$ cat src/rtl/shift_pipe.sv
// ----------------------------------------------------------------------------
// shift_pipe
//   Two-stage pipelined barrel shifter with valid/ready handshakes on both
//   sides. It supports logical, arithmetic and rotate modes, and produces
//   carry-out and zero flags.
//   Stage 1 captures the request and applies the coarse shift, which is the
//   amount with its low LO bits cleared. Stage 2 applies the remaining low
//   LO bits, computes the flags and holds the registered outputs.
//
// Parameters
//   WIDTH  operand/result width (power of two, >= 4)
//   AW     shift-amount width, $clog2(WIDTH); derived, do not override
//   LO     number of low amount bits applied in stage 2, AW/2
//
// Ports
//   clk           rising-edge clock
//   reset_n       synchronous active-low reset
//   in_valid      request valid
//   in_ready      request accepted this cycle (combinational on out_ready)
//   operand       value to shift
//   direction     1 = left, 0 = right
//   mode          00 logical, 01 arithmetic, 10 rotate, 11 same as 00
//   shift_amount  shift distance 0..WIDTH-1
//   out_valid     result valid
//   out_ready     consumer accepts result
//   result        shifted value
//   carry_out     last bit shifted/rotated out
//   zero          result == 0
//
// Build option
//   SHIFT_PIPE_CARRY_EN  when defined, carry_out is computed and registered,
//                        and stage 1 also keeps the original operand and the
//                        full amount. When undefined, carry_out is 0 and that
//                        storage does not exist.
// ----------------------------------------------------------------------------
module shift_pipe #(
  parameter int WIDTH = 8,
  parameter int AW    = $clog2(WIDTH),
  parameter int LO    = AW / 2
) (
  input  logic             clk,
  input  logic             reset_n,
  input  logic             in_valid,
  output logic             in_ready,
  input  logic [WIDTH-1:0] operand,
  input  logic             direction,
  input  logic [1:0]       mode,
  input  logic [AW-1:0]    shift_amount,
  output logic             out_valid,
  input  logic             out_ready,
  output logic [WIDTH-1:0] result,
  output logic             carry_out,
  output logic             zero
);

  // Shifts val by amt in the requested direction and mode.
  // Mode 11 has already been folded to 00 by the caller.
  function automatic logic [WIDTH-1:0] shift_f(
    input logic [WIDTH-1:0] val,
    input logic             left,
    input logic [1:0]       md,
    input logic [AW-1:0]    amt
  );
    logic signed [WIDTH-1:0] sval;
    logic [WIDTH-1:0]        res;
    sval = val;
    if (md == 2'b10) begin
      // A shift by the full WIDTH yields 0, so amt == 0 leaves val unchanged.
      if (left) res = (val << amt) | (val >> (WIDTH - int'(amt)));
      else      res = (val >> amt) | (val << (WIDTH - int'(amt)));
    end else if (left) begin
      res = val << amt;
    end else if (md == 2'b01) begin
      res = sval >>> amt;
    end else begin
      res = val >> amt;
    end
    return res;
  endfunction

  logic             s1_valid_q, s1_valid_d;
  logic [WIDTH-1:0] s1_val_q,   s1_val_d;
  logic             s1_left_q,  s1_left_d;
  logic [1:0]       s1_mode_q,  s1_mode_d;
  logic [LO-1:0]    s1_fine_q,  s1_fine_d;

  logic             s2_valid_q,  s2_valid_d;
  logic [WIDTH-1:0] s2_result_q, s2_result_d;
  logic             s2_zero_q,   s2_zero_d;

  logic             s1_ready, s2_ready;
  logic             accept, advance;
  logic [1:0]       mode_norm;
  logic [AW-1:0]    coarse_amt;
  logic [WIDTH-1:0] fine_res;

  assign s2_ready = !s2_valid_q || out_ready;
  assign s1_ready = !s1_valid_q || s2_ready;
  assign in_ready = s1_ready;
  assign accept   = in_valid && s1_ready;
  assign advance  = s1_valid_q && s2_ready;

  assign mode_norm  = (mode == 2'b11) ? 2'b00 : mode;
  assign coarse_amt = {shift_amount[AW-1:LO], {LO{1'b0}}};
  assign fine_res   = shift_f(s1_val_q, s1_left_q, s1_mode_q, AW'(s1_fine_q));

  always_comb begin
    s1_valid_d  = s1_valid_q;
    s1_val_d    = s1_val_q;
    s1_left_d   = s1_left_q;
    s1_mode_d   = s1_mode_q;
    s1_fine_d   = s1_fine_q;
    s2_valid_d  = s2_valid_q;
    s2_result_d = s2_result_q;
    s2_zero_d   = s2_zero_q;

    if (s1_ready) s1_valid_d = in_valid;
    if (accept) begin
      s1_val_d  = shift_f(operand, direction, mode_norm, coarse_amt);
      s1_left_d = direction;
      s1_mode_d = mode_norm;
      s1_fine_d = shift_amount[LO-1:0];
    end

    if (s2_ready) s2_valid_d = s1_valid_q;
    if (advance) begin
      s2_result_d = fine_res;
      s2_zero_d   = (fine_res == '0);
    end
  end

  always_ff @(posedge clk) begin
    if (!reset_n) begin
      s1_valid_q  <= 1'b0;
      s1_val_q    <= '0;
      s1_left_q   <= 1'b0;
      s1_mode_q   <= 2'b00;
      s1_fine_q   <= '0;
      s2_valid_q  <= 1'b0;
      s2_result_q <= '0;
      s2_zero_q   <= 1'b0;
    end else begin
      s1_valid_q  <= s1_valid_d;
      s1_val_q    <= s1_val_d;
      s1_left_q   <= s1_left_d;
      s1_mode_q   <= s1_mode_d;
      s1_fine_q   <= s1_fine_d;
      s2_valid_q  <= s2_valid_d;
      s2_result_q <= s2_result_d;
      s2_zero_q   <= s2_zero_d;
    end
  end

`ifdef SHIFT_PIPE_CARRY_EN
  logic [WIDTH-1:0] s1_op_q,  s1_op_d;
  logic [AW-1:0]    s1_amt_q, s1_amt_d;
  logic             carry_q,  carry_d;
  logic [AW-1:0]    idx_r, idx_l;
  logic             carry_calc;

  // Right shifts lose operand[amt-1] last. Left shifts lose
  // operand[WIDTH-amt] last; that index is -amt modulo WIDTH.
  assign idx_r      = s1_amt_q - AW'(1);
  assign idx_l      = AW'(0) - s1_amt_q;
  assign carry_calc = (s1_amt_q == '0) ? 1'b0
                    : (s1_left_q ? s1_op_q[idx_l] : s1_op_q[idx_r]);

  always_comb begin
    s1_op_d  = s1_op_q;
    s1_amt_d = s1_amt_q;
    carry_d  = carry_q;
    if (accept) begin
      s1_op_d  = operand;
      s1_amt_d = shift_amount;
    end
    if (advance) carry_d = carry_calc;
  end

  always_ff @(posedge clk) begin
    if (!reset_n) begin
      s1_op_q  <= '0;
      s1_amt_q <= '0;
      carry_q  <= 1'b0;
    end else begin
      s1_op_q  <= s1_op_d;
      s1_amt_q <= s1_amt_d;
      carry_q  <= carry_d;
    end
  end

  assign carry_out = carry_q;
`else
  assign carry_out = 1'b0;
`endif

  assign out_valid = s2_valid_q;
  assign result    = s2_result_q;
  assign zero      = s2_zero_q;

endmodule
$ cat config.mk
export PLATFORM = sky130hd
export DESIGN_NAME = shift_pipe
export DESIGN_NICKNAME = d
export VERILOG_FILES = /design/src/rtl/shift_pipe.sv
export SDC_FILE = /design/constraint.sdc
export NUM_CORES = 1
export LEC_CHECK = 0
export ABC_AREA = 1
export ABC_CLOCK_PERIOD_IN_PS = 2700
export BUFFER_PORTS_ARGS = -buffer_cell sky130_fd_sc_hd__buf_2
export CORE_MARGIN = 3
export CORE_UTILIZATION = 55
export DETAILED_ROUTE_END_ITERATION = 8
export PLACE_DENSITY = 0.88
export SLEW_MARGIN = 5
export SYNTH_ARGS = -nofsm -noshare
export SYNTH_HDL_FRONTEND = slang
export SYNTH_SLANG_ARGS = --single-unit
$ cat constraint.sdc
create_clock -name clk -period 2.7 [get_ports clk]
set_input_delay 0.54 -clock clk [delete_from_list [all_inputs] [get_ports clk]]
set_output_delay 0.54 -clock clk [all_outputs]
set_load 0.03 [all_outputs]
* Word-level counts from Yosys, hierarchy flattened
Cells that the tools add are included. Widths: inputs -> output; s select.
Operators by class: order comparisons 0, reduce and logical (&&, ||, !) cells 7, divide/modulo/power cells 0, multipliers 0, shift-type cells 10, muxes and demuxes 9, bitwise gates (word level) 4, equality and inequality tests 5, $add $sub $neg 2
Operators with widths (number):
- $mux 8 | 8
- $shl 8x32->8 | 2
- $shr 8x32->8 | 2
- $or 8x8->8 | 4
- $logic_not 8->1 | 1
- $shl 8x1->8 | 1
- $shl 8x3->8 | 1
- $shr 8x1->8 | 1
- $shr 8x3->8 | 1
- $sshr 8x1->8 | 1
- $sshr 8x3->8 | 1
- $eq 2x2->1 const B | 3
- $sub 4x1->5 const A | 1
- $sub 4x3->5 const A | 1
- $eq 2x1->1 const B | 2
- $logic_and 1x1->1 | 2
- $logic_not 1->1 | 2
- $logic_or 1x1->1 | 2
- $mux 2 | 1
Word-level totals: memory bits (read-only) 0, flip-flop bits (word level) 23, bits in latches 0, bits in writable memories 0, output and inout port bits 12, memories kept 0, bits of input ports 18, logic and storage cells 45

* Logic depth before layout (Yosys ltp)
word-level depth 6, gate-level depth with buffers 12, gate-level depth less buffers 11

* Worst setup path after synthesis
Ideal clock, no wire load.
path kind input to register, start input port shift_amount[2], end register s1_val_q[2], path slack 0.870 ns, required time 2.583 ns, arrival 1.713 ns, library setup time 0.117 ns, path buffers 2, cell stages on the path 11, path through buf_2 -> inv_2 -> ha_1 -> buf_2 -> inv_1 -> nand2_2 -> nand2_1 -> nand3_1 -> nand3_1 -> nor2_1 -> nor2_1
Between the ends: longest elaborated chain between the ends 5, elaborated cells between the ends (all ways) 12, classes of those cells add/sub (1); shift (5); mux (4); bitwise (2)
RTL lines:
- start: declaration | RTL line 48 | input logic [AW-1:0] shift_amount,
- $sub 4x3->5 | RTL line 69, 70
- $shl 8x32->8 / $shr 8x32->8 (equally long branches) | RTL line 70, 69
- $or 8x8->8, on equally long branches | RTL line 70, 69
- $mux 8 | RTL line 69 | if (left) res = (val << amt) | (val >> (WIDTH - int'(amt)));
- $mux 8 (*) | RTL line 67 | if (md == 2'b10) begin
- end signal: assignment | RTL line 144 | s1_val_q <= s1_val_d;
- end: declaration | RTL line 82 | logic [WIDTH-1:0] s1_val_q, s1_val_d;
Every way passes the cells marked *; elsewhere a longest branch is shown, timed or not. A chain may end at the register's enable or synchronous reset.

* Worst setup path in the final report
start input port shift_amount[1], end register s1_val_q[4]
The elaborated chain is that of the path after synthesis.

==> metrics.yaml <==
synth_cells: 287
gp_congestion: 0.970
arrival_ns: 2.01
dp_hpwl_um: 3300
slowest_delay_ns: 0.43
clk_pin_slew_worst_paths_ns: 0.11
viasPerCell: 5.51
fill_cells: 276
grt_use_total: 0.239
die_area_mm2: 0.00370
syn-cell-area_mm2: 0.00165
rows: 19
critPathKind: "in2reg"
cp_max_fo: 15
synth.net_count: 306
max_freq_ghz: 0.553
ys_seq_elements: 23
fin_skew_ns: 0.00660
min_period_ns: 1.81
worst_r2r_endpoint: "s1_val_q[4]$_SDFFE_PN0P_"
regArea_um2: 460
cts_tree: "built"
slew-limit-headroom: 0.665
min_delay_worst_endpoint: "zero$_SDFFE_PN0P_"
yosysSeqAreaShare: 0.278
reg2reg_from: "s1_valid_q$_SDFFE_PN0N_"
async_flop_share: 0
leakagePower_nw: 0.960
max_cap_violations: 0
antenna_cells: 0
worst_pin_slew_ns: 0.498
synth_flop_cell: "dfxtp_1"
rsz0062_at_grt: "false"
final_layout_size_suffix_gt1_frac: 0.136
ant_nets: 0
hold_ws_ns: 0.473
root_buffer: "clkbuf_4"
setup_violations: 0
holdPathStages: 2
ir_drop_v: 0.000262
core-area_mm2: 0.00281
grt_overflow: 0
initial_core_util: 0.590
io_pins: 30
drcViolationCount: 0
syn_avg_cell_area_um2: 5.76
grt_max_degree: 19
synth-edff-count: 0
grt_pass1_vias: 1555
hold_start: "zero$_SDFFE_PN0P_"
layout.nets: 329
finalHoldViolations: 0
crit_path_end_kind: "register"
routed-via-count: 1874
crit_slowest_cell: "ha_1"
dr.pass1.iters: 5
area_growth_pct: 8.02
pre_cts_slack_ns: 0.589
path_cells: "buf_2 -> inv_2 -> ha_1 -> inv_1 -> nand2_2 -> nand2_1 -> nand3_1 -> nand3_1 -> nor2_1 -> nor2_1"
status: "complete, no violations"
fin_tns_setup_ns: 0
period_share: 0.669
cts_resized: 0
cts_setup_buffers: 0
wire_per_inst_um: 12.1
htreeDepth: 1
ys_warn_count: 0
rr_worst_depth: 8
synth_cell_types: 28
multi_input_area_um2: 986
insertion_delay_ns: 0.31
drt_iter0_drc: 174
clockBufferDepth: 2
cts_sinks: 23
routed_wl_um: 4120
slew_violations: 0
grt_first_pass_wirelength_um: 6740
io_buffers: 28
die_w_um: 60.8
hold_buffers: 0
required_ns: 2.91
startpoint_type: "primary input"
reg2reg_slack_ns: 1.09
fp.dieH_um: 60.8
worst_slack_ns: 0.893
hold_class: "reg2reg"
cts_buffers: 3
antenna_found_initial: 0
power.density_mw_per_mm2: 428
[worst max path at each step]
stage | start | end | slack, ns | depth (start not counted)
global placement | shift_amount[1] | s1_val_q[2]$_SDFFE_PN0P_ | 0.64 | 10
finish | shift_amount[1] | s1_val_q[4]$_SDFFE_PN0P_ | 0.89 | 10
floorplan | shift_amount[2] | s1_val_q[2]$_SDFFE_PN0P_ | 0.87 | 11
CTS | shift_amount[1] | s1_val_q[4]$_SDFFE_PN0P_ | 0.92 | 10
global route | shift_amount[1] | s1_val_q[4]$_SDFFE_PN0P_ | 0.67 | 10
detailed placement | shift_amount[1] | s1_val_q[4]$_SDFFE_PN0P_ | 0.59 | 10
[routing by layer]
metal,up-vias,wire (µm),global-route usage
met4,0,74,0.0619
met2,105,1780,0.377
met1,786,1860,0.330
met5,-,0,0
met3,8,404,0.0511
li1,975,-,-
[synth_stat cells, types with 2 or more instances]
master	count	area, µm²
buf_4	4	30.0
nand2_1	79	297
nand4_1	5	31.3
o21ai_0	24	120
inv_2	6	22.5
o21ai_1	2	10.0
o22ai_1	4	25.0
o21a_1	2	15.0
nor2_1	43	161
inv_1	30	113
buf_6	2	22.5
a21oi_1	14	70.1
buf_2	3	15.0
nand3_1	33	165
dfxtp_1	23	460
[layout make-up]
class	count	share of cell area
flip-flops and latches	23	0.258
multi-input cells	218	0.552
well taps	31	0.0217
repair buffers	28	0.0784
inverters	36	0.0756
clock buffers	4	0.0147
[metrics by stage]
stage                     instances  instance area (µm²)   util  power (mW)
after floorplan                 287                 1650      -       0.560
after global placement          336                 1760  0.628       0.613
after detailed placement        336                 1760  0.628       0.615
after CTS                       340                 1790  0.637       0.766
after global routing            340                 1790  0.637       0.818
final                           340                 1790  0.637       0.765
[critical path: cells and delay by family]
kind,cells,cell delay (ns)
AND/OR/NAND/NOR,6,0.54
adder cells (fa/ha/maj),1,0.43
buffers and inverters,3,0.49
[cells in the final DEF, fill, tap and decap left out, types with 2 or more instances in the layout]
cell type  instances
a21oi_1           14
buf_2             28
clkbuf_4           3
dfxtp_1           23
inv_1             30
inv_2              6
nand2_1           79
nand3_1           33
nand4_1            5
nor2_1            43
o21a_1             2
o21ai_0           24
o21ai_1            2
o22ai_1            4
[report_power, final]
part	switching (mW)	internal (mW)	leakage, nW	total, mW
Sequential	0.0230	0.364	0.190	0.387
Combinational	0.151	0.0726	0.756	0.224
Clock	0.0962	0.0578	0.0150	0.154
Total	0.270	0.494	0.960	0.765
[state kept, by name (all words and copies together) (netlist names)]
| register | flops |
|---|---|
| out_valid | 1 |
| result | 8 |
| s1_fine_q | 1 |
| s1_left_q | 1 |
| s1_mode_q | 2 |
| s1_val_q | 8 |
| s1_valid_q | 1 |
| zero | 1 |
[kinds of logic (layout without fill, tap and decap cells)]
logic type      count (synthesis)  after routing  synth area share
compound gates                 51             51             0.169
flops                          23             23             0.278
simple gates                  165            165             0.418
other cells                     1              1           0.00227
fa+ha+maj                       1              1           0.00756
buf+inv                        46             68             0.126
Note: power is estimated with default switching activity, not from simulation.
